File: config.mk
export PLATFORM = sky130hd
export DESIGN_NAME = uart_recv_ctrl
export DESIGN_NICKNAME = d
export VERILOG_FILES = /design/src/rtl/uart_recv_ctrl_pkg.sv /design/src/rtl/uart_byte_edge.sv /design/src/rtl/uart_recv_ctrl.sv
export SDC_FILE = /design/constraint.sdc
export NUM_CORES = 1
export LEC_CHECK = 0
export CAP_MARGIN = 20
export CORE_ASPECT_RATIO = 1.5
export CORE_UTILIZATION = 45
export CTS_BUF_LIST = sky130_fd_sc_hd__clkbuf_16
export DETAILED_ROUTE_END_ITERATION = 12
export PLACE_DENSITY = 0.73
export RECOVER_POWER = 25
export SLEW_MARGIN = 10
export SYNTH_ARGS = -nofsm -noshare
export SYNTH_HDL_FRONTEND = slang
export SYNTH_SLANG_ARGS = --single-unit
File: constraint.sdc
create_clock -name clk -period 7.5 [get_ports clk]
set_input_delay 1.125 -clock clk [delete_from_list [all_inputs] [get_ports clk]]
set_output_delay 1.125 -clock clk [all_outputs]
set_load 0.01 [all_outputs]
File: src/rtl/uart_recv_ctrl_pkg.sv
// Shared receive-path definitions: state encoding, link word width, default gap timeout.
// The encoding is 2 bits wide so that a corrupted state value can be recovered to IDLE.
package uart_recv_ctrl_pkg;

  typedef enum logic [1:0] {
    ST_IDLE    = 2'd0,
    ST_COLLECT = 2'd1
  } state_e;

  // Must match the word width used on the transmit side of the PC link.
  localparam int WORD_W = 32;

  localparam int DEFAULT_TIMEOUT_CYCLES = 50000;

endpackage

File: src/rtl/uart_byte_edge.sv
// Registered rising-edge detector: one-cycle strobe one clock after done_i rises, byte latched in that first high cycle.
// A level held high for many cycles produces a single strobe; no backpressure.
module uart_byte_edge (
  input  logic       clk,
  input  logic       rst,
  input  logic       done_i,
  input  logic [7:0] data_i,
  output logic       strobe_o,
  output logic [7:0] data_o
);

  logic       done_q;
  logic       strobe_q;
  logic [7:0] data_q;
  logic       rise;

  assign rise = done_i & ~done_q;

  always_ff @(posedge clk or posedge rst) begin
    if (rst) begin
      done_q   <= 1'b0;
      strobe_q <= 1'b0;
      data_q   <= 8'h00;
    end else begin
      done_q   <= done_i;
      strobe_q <= rise;
      if (rise) begin
        data_q <= data_i;
      end
    end
  end

  assign strobe_o = strobe_q;
  assign data_o   = data_q;

endmodule

File: src/rtl/uart_recv_ctrl.sv
// Packs UART bytes (first byte in bits [7:0]) into WORD_BYTES-wide words; data_valid rises 2 clocks after the last strobe.
// The output word is held until data_ack; a word completed while the previous one is unacked is dropped and flags overrun.
module uart_recv_ctrl
  import uart_recv_ctrl_pkg::*;
#(
  parameter int WORD_BYTES     = 4,
  parameter int TIMEOUT_CYCLES = DEFAULT_TIMEOUT_CYCLES,
  parameter int CNT_W          = 3
) (
  input  logic                    clk,
  input  logic                    rst,
  input  logic                    uart_read_done,
  input  logic [7:0]              read_data,
  input  logic                    data_ack,
  input  logic                    overrun_clr,
  output logic [8*WORD_BYTES-1:0] data_out,
  output logic                    data_valid,
  output logic [CNT_W-1:0]        byte_cnt,
  output logic                    overrun,
  output logic                    timeout
);

  localparam int             WW       = 8 * WORD_BYTES;
  localparam int             GAP_W    = $clog2(TIMEOUT_CYCLES);
  localparam logic [CNT_W-1:0] LAST_LANE = CNT_W'(WORD_BYTES - 1);
  localparam logic [GAP_W-1:0] GAP_LAST  = GAP_W'(TIMEOUT_CYCLES - 1);

  state_e           state_q, state_d;
  logic [CNT_W-1:0] cnt_q, cnt_d;
  logic [GAP_W-1:0] gap_q, gap_d;
  logic [WW-1:0]    shift_q, shift_d;
  logic [WW-1:0]    dout_q, dout_d;
  logic             vld_q, vld_d;
  logic             ovr_q, ovr_d;
  logic             to_q, to_d;

  logic             cap_stb;
  logic [7:0]       cap_byte;
  logic [WW-1:0]    full_word;
  logic             word_done;
  logic             ovr_set;

  uart_byte_edge u_edge (
    .clk      (clk),
    .rst      (rst),
    .done_i   (uart_read_done),
    .data_i   (read_data),
    .strobe_o (cap_stb),
    .data_o   (cap_byte)
  );

  always_ff @(posedge clk or posedge rst) begin
    if (rst) begin
      state_q <= ST_IDLE;
      cnt_q   <= '0;
      gap_q   <= '0;
      shift_q <= '0;
      dout_q  <= '0;
      vld_q   <= 1'b0;
      ovr_q   <= 1'b0;
      to_q    <= 1'b0;
    end else begin
      state_q <= state_d;
      cnt_q   <= cnt_d;
      gap_q   <= gap_d;
      shift_q <= shift_d;
      dout_q  <= dout_d;
      vld_q   <= vld_d;
      ovr_q   <= ovr_d;
      to_q    <= to_d;
    end
  end

  always_comb begin
    state_d   = state_q;
    cnt_d     = cnt_q;
    gap_d     = gap_q;
    shift_d   = shift_q;
    to_d      = 1'b0;
    word_done = 1'b0;

    // The completing byte bypasses the shift buffer so the word reaches the output one clock earlier.
    full_word = shift_q;
    for (int i = 0; i < WORD_BYTES; i++) begin
      if (cnt_q == CNT_W'(i)) begin
        full_word[i*8 +: 8] = cap_byte;
      end
    end

    case (state_q)
      ST_IDLE, ST_COLLECT: begin
        if (cap_stb) begin
          gap_d = '0;
          if (cnt_q == LAST_LANE) begin
            word_done = 1'b1;
            cnt_d     = '0;
            shift_d   = '0;
            state_d   = ST_IDLE;
          end else begin
            shift_d = full_word;
            cnt_d   = cnt_q + CNT_W'(1);
            state_d = ST_COLLECT;
          end
        end else if (state_q == ST_COLLECT) begin
          if (gap_q == GAP_LAST) begin
            to_d    = 1'b1;
            cnt_d   = '0;
            gap_d   = '0;
            shift_d = '0;
            state_d = ST_IDLE;
          end else begin
            gap_d = gap_q + GAP_W'(1);
          end
        end else begin
          gap_d = '0;
        end
      end
      default: begin
        state_d = ST_IDLE;
        cnt_d   = '0;
        gap_d   = '0;
        shift_d = '0;
      end
    endcase
  end

  always_comb begin
    dout_d  = dout_q;
    vld_d   = vld_q;
    ovr_set = 1'b0;

    if (word_done) begin
      if (!vld_q || data_ack) begin
        dout_d = full_word;
        vld_d  = 1'b1;
      end else begin
        ovr_set = 1'b1;
      end
    end else if (vld_q && data_ack) begin
      vld_d = 1'b0;
    end

    if (ovr_set) begin
      ovr_d = 1'b1;
    end else if (overrun_clr) begin
      ovr_d = 1'b0;
    end else begin
      ovr_d = ovr_q;
    end
  end

  assign data_out   = dout_q;
  assign data_valid = vld_q;
  assign byte_cnt   = cnt_q;
  assign overrun    = ovr_q;
  assign timeout    = to_q;

endmodule

# After elaboration in Yosys (flattened, before gate mapping)
# Index checks and enable logic that the tools add are counted.
[totals]
regBits = 98
in_bits = 13
output_inout_bits = 38
[classes]
add_sub_neg = 2
eq_ne = 8
mux = 37
bitwise = 2
n_reduce_logical = 11
[ops]
columns = ["operator", "count"]
rows = [
  ["$mux W32", 5],
  ["$mux W16", 4],
  ["$mux W8", 4],
  ["$add A16 B1 Y16 const B", 1],
  ["$eq A16 B16 Y1 const B", 1],
  ["$mux W1", 15],
  ["$mux W3", 5],
  ["$mux W2", 4],
  ["$eq A3 B2 Y1 const B", 2],
  ["$ne A3 B2 Y1 const B", 2],
  ["$reduce_and A2 Y1", 3],
  ["$reduce_bool A2 Y1", 2],
  ["$add A3 B1 Y3 const B", 1],
  ["$eq A3 B1 Y1 const B", 1],
  ["$logic_not A3 Y1", 1],
  ["$eq A2 B1 Y1 const B", 1],
  ["$logic_not A2 Y1", 1],
  ["$ne A2 B1 Y1 const B", 1],
  ["$reduce_or A2 Y1", 1],
  ["$and A1 B1 Y1", 1],
  ["$logic_and A1 B1 Y1", 1],
  ["$logic_not A1 Y1", 1],
  ["$logic_or A1 B1 Y1", 1],
  ["$not A1 Y1", 1],
]

# Longest topological paths before layout
[depth]
ltp_word = 6
depth_mapped = 7
mapped_depth_nobuf = 5

# Hierarchy
# Synthesis repeated with hierarchy kept, for this count alone.
[unflattened]
hier_cells = 323
hier_area_um2 = 3881.2
[by_module_without_submodules]
columns = ["mod", "n_inst", "cells_each", "area_per_inst_um2"]
rows = [
  ["uart_recv_ctrl", 1, 302, 3473.3],
  ["uart_byte_edge", 1, 21, 407.9],
]

# Least setup slack after synthesis
# OpenSTA, ideal clock, no wires.
[synth_timing]
path_type = "input to register"
start = "input data_ack"
end = "register dout_q[24], in the netlist data_out[24]"
setup_ps = 125
t_arrival_ps = 2281
required_time_ps = 7375
setup_slack_ps = 5094
path_stages = 5
path_buffers = 2
cell_sequence = "nand2b_1 nand2b_1 clkbuf_1 clkbuf_1 mux2_2"
[synth_via]
elab_chain_len = 2
[synth_lines]
columns = ["element", "line", "rtl"]
rows = [
  ["start, declared", "uart_recv_ctrl.sv:14", "input logic data_ack,"],
  ["$logic_or A1 B1 Y1", "uart_recv_ctrl.sv:133", "if (!vld_q || data_ack) begin"],
  ["$reduce_and A2 Y1 (no line)", "--", ""],
  ["end signal, assigned", "uart_recv_ctrl.sv:67", "dout_q <= dout_d;"],
  ["end, declared", "uart_recv_ctrl.sv:32", "logic [WW-1:0] dout_q, dout_d;"],
]
# No other way between the ends.
# A chain may end at the register's enable or synchronous reset.

# Final worst setup path
[layout_timing]
start = "input data_ack"
end = "register dout_q[30], in the netlist data_out[30]"
# The elaborated chain is that of the path after synthesis.

==> flow_summary.json <==
{
  "crit_arrival_ns": 2.97,
  "fin_skew_ns": 0.00723,
  "portBuffers": 50,
  "met1_usage_pct": 22.7,
  "final_antenna_net_count": 0,
  "p_int_mw": 1.15,
  "final-max-slew-violation-count": 0,
  "ys_async_sr_fraction_pct": 100,
  "drc_errors": 0,
  "synth-seq-cells": 89,
  "clk_pin_slew_worst_paths_ns": 0.06,
  "first_global_vias": 2674,
  "first_pass_iters": 4,
  "wl_um": 7680,
  "avgViaCountPerCell": 5.48,
  "slowest_stage": "nand2b_2",
  "grt_pass1_wl_um": 13200,
  "relSlewSlack_pct": 35.8,
  "synth_area_sq_um": 3840,
  "die_h_um": 115,
  "clk_latency_ns": 0.34,
  "cts-htree-levels": 3,
  "setup_viol": 0,
  "cts_tree": "done",
  "pwr-share-comb_pct": 31.4,
  "synth.net_count": 341,
  "outcome": "completed",
  "crit_path_start_kind": "primary input",
  "hold_path_class": "reg -> reg",
  "min_period_ns": 2.75,
  "cts-buffers-inserted": 9,
  "cpPeakStageDelay_ns": 0.68,
  "ir_drop_uv": 168,
  "cts_buffer_depth": 2,
  "required_ns": 7.72,
  "vias": 2612,
  "post-cts-setup-buffers": 0,
  "yosysWarnings": 0,
  "timing.final.crit_share_pct": 36.6,
  "syn_avg_cell_area_sq_um": 11.9,
  "crit_path_cell_trace": "dlygate4sd3_1 > nand2b_1 > nand2b_2 > mux2_2",
  "core_sq_um": 8160,
  "synth_top_cell_area_share_pct": 58.0,
  "grt.total_usage_pct": 19.5,
  "path_delay_family": "simple AND/OR/NAND/NOR gates",
  "clock-sinks": 89,
  "grt_util_met3_pct": 3.41,
  "synthTopCellsByArea": "dfrtp_1, mux2i_1, a32o_1, mux2_2, o21ai_0",
  "rsz0062_at_grt": "false",
  "start_util_pct": 47.1,
  "met2_usage_pct": 33.6,
  "cap_violations": 0,
  "p_leak_nw": 2.08,
  "worstMarginPinSlew_ns": 0.958,
  "pwr-share-clk_pct": 23.6,
  "routabilityCongestion": 0.771,
  "synth_ff_type": "dfrtp_1",
  "post_drt_wl_per_cell_um": 16.1,
  "grt_busiest_layer": "met2",
  "switching_share_pct": 30.1,
  "antenna_found_initial": 0,
  "ys_types": 29,
  "rows": 40,
  "yosysSeqAreaShare_pct": 58.0,
  "fp.dieArea_sq_um": 8920,
  "grt_max_degree": 69,
  "p_sw_mw": 0.497,
  "worst-path-buf-inv": 1,
  "cts_hold_buffers": 0,
  "worstPathMaxFanout": 56,
  "drive_gt1_share_pct": 8.33,
  "syn_inst": 323,
  "synth_top_area_cell": "dfrtp_1",
  "critical_path_class": "in -> reg",
  "drtIter0Drc": 211,
  "hold_slack_ns": 0.474,
  "crit_path_end_kind": "flop",
  "synth_edf_count": 0,
  "antenna_cells": 0,
  "p_per_area_nw_per_um2": 356,
  "place_hpwl_um": 5370,
  "clock.fmax_ghz": 0.364,
  "die_w_um": 77.4,
  "pwr-share-seq_pct": 45.0,
  "setup_tns_ns": 0,
  "design.portCount": 51,
  "grt_overflow": 0,
  "post_cts_resized": 0,
  "final_nets": 385,
  "cts-root-buf": "clkbuf_16",
  "area_growth_pct": 20.6,
  "hold_viol": 0
}
-- logic make-up after synthesis --
family | synth area share [%]
AOI/OAI and AO/OA | 10.4
xor gates and xnor gates | 3.19
adders and majority gates | 1.63
buffers and inverters | 3.71
DFF | 58.0
muxes | 10.9
and+or+nand+nor | 12.1
-- registers in the layout, indices dropped and copies added (netlist names) --
name / flops
u_edge.done_q: 1
shift_q: 24
state_q: 1
u_edge.strobe_o: 1
byte_cnt: 3
timeout: 1
overrun: 1
u_edge.data_o: 8
data_valid: 1
data_out: 32
gap_q: 16
-- cell type report --
cell class | count | area, sq um
multi-input cells | 206 | 1470
flip-flops and latches | 89 | 2230
clock buffers | 9 | 225
well taps | 105 | 131
clock inverters | 7 | 31.3
inverters | 10 | 38.8
repair buffers | 51 | 508
fillers | 681 | 3530
-- Yosys cell counts, types with 2 or more instances --
library cell / n
nor4_1: 5
a32o_1: 23
and4bb_1: 2
dfrtp_1: 89
ha_1: 5
buf_6: 5
nand4_1: 4
o22ai_1: 2
xnor2_1: 12
and3_1: 3
nand3_1: 6
nor2_1: 21
xor2_1: 2
o21ai_1: 3
inv_1: 10
clkbuf_1: 13
mux2_2: 16
nand2_1: 32
o21ai_0: 25
nor2b_1: 4
mux2i_1: 24
o32ai_1: 2
nor3_1: 3
nand3b_1: 2
nand2b_1: 6
-- worst paths after layout --
kind                             start           end  slack, ns  cells after the start
max                           data_ack  data_out[30]       4.75                      4
min in group asynchronous          rst     gap_q[15]       1.39                      2
min                        data_out[5]   data_out[5]       0.47                      2
max in group asynchronous          rst   data_out[5]       4.78                      3
max reg2reg                   gap_q[0]    shift_q[7]       5.20                      5
min reg2reg                data_out[5]   data_out[5]       0.47                      2
-- placed cells by master (no fill, tap or decap), drive strengths merged, types with 5 or more instances in the layout --
| cell type | synthesis | final |
|---|---|---|
| dfrtp | 89 | 89 |
| nor4 | 5 | 5 |
| a32o | 23 | 23 |
| nand2 | 32 | 32 |
| nand3 | 6 | 6 |
| xnor2 | 12 | 12 |
| clkdlybuf4s50 | 0 | 39 |
| dlygate4sd3 | 0 | 11 |
| nand2b | 6 | 6 |
| nor2 | 21 | 21 |
| o21ai | 28 | 28 |
| mux2i | 24 | 24 |
| clkbuf | 13 | 9 |
| inv | 10 | 14 |
| ha | 5 | 5 |
| mux2 | 16 | 16 |
-- worst reg2reg max path, cell delays in order (launching register included) --
cell and delay, ns:
dfrtp_1 0.38, ha_1 0.22, and3_1 0.27, nand4_1 0.16, or3b_1 0.75, a32o_1 0.40
-- stage by stage --
| stage | utilization [%] | setup WS (ns) | power (mW) | std cells | instance area, sq um |
|---|---|---|---|---|---|
| floorplan | - | 4.07 | 1.02 | 323 | 3840 |
| global placement | 53.7 | 4.58 | 1.26 | 461 | 4380 |
| detailed placement | 53.7 | 4.55 | 1.29 | 461 | 4380 |
| CTS | 56.8 | 4.91 | 1.68 | 477 | 4640 |
| global route | 56.8 | 4.46 | 1.76 | 477 | 4630 |
| finish | 56.8 | 4.75 | 1.65 | 477 | 4630 |
-- power groups by stage --
stage | clock network, mW | registers (mW) | logic (mW)
after floorplan | 0 | 0.769 | 0.255
after global placement | 0 | 0.744 | 0.520
after detailed placement | 0 | 0.756 | 0.530
after CTS | 0.400 | 0.747 | 0.533
after global routing | 0.418 | 0.766 | 0.572
final | 0.389 | 0.743 | 0.518
-- routing by layer --
metal  vias up  share of wire, %
li1       1240                 -
met1      1305                41
met2        50                52
met3        17               2.6
met4         0               3.6
met5         -                 0
(Power assumes the default switching activity.)
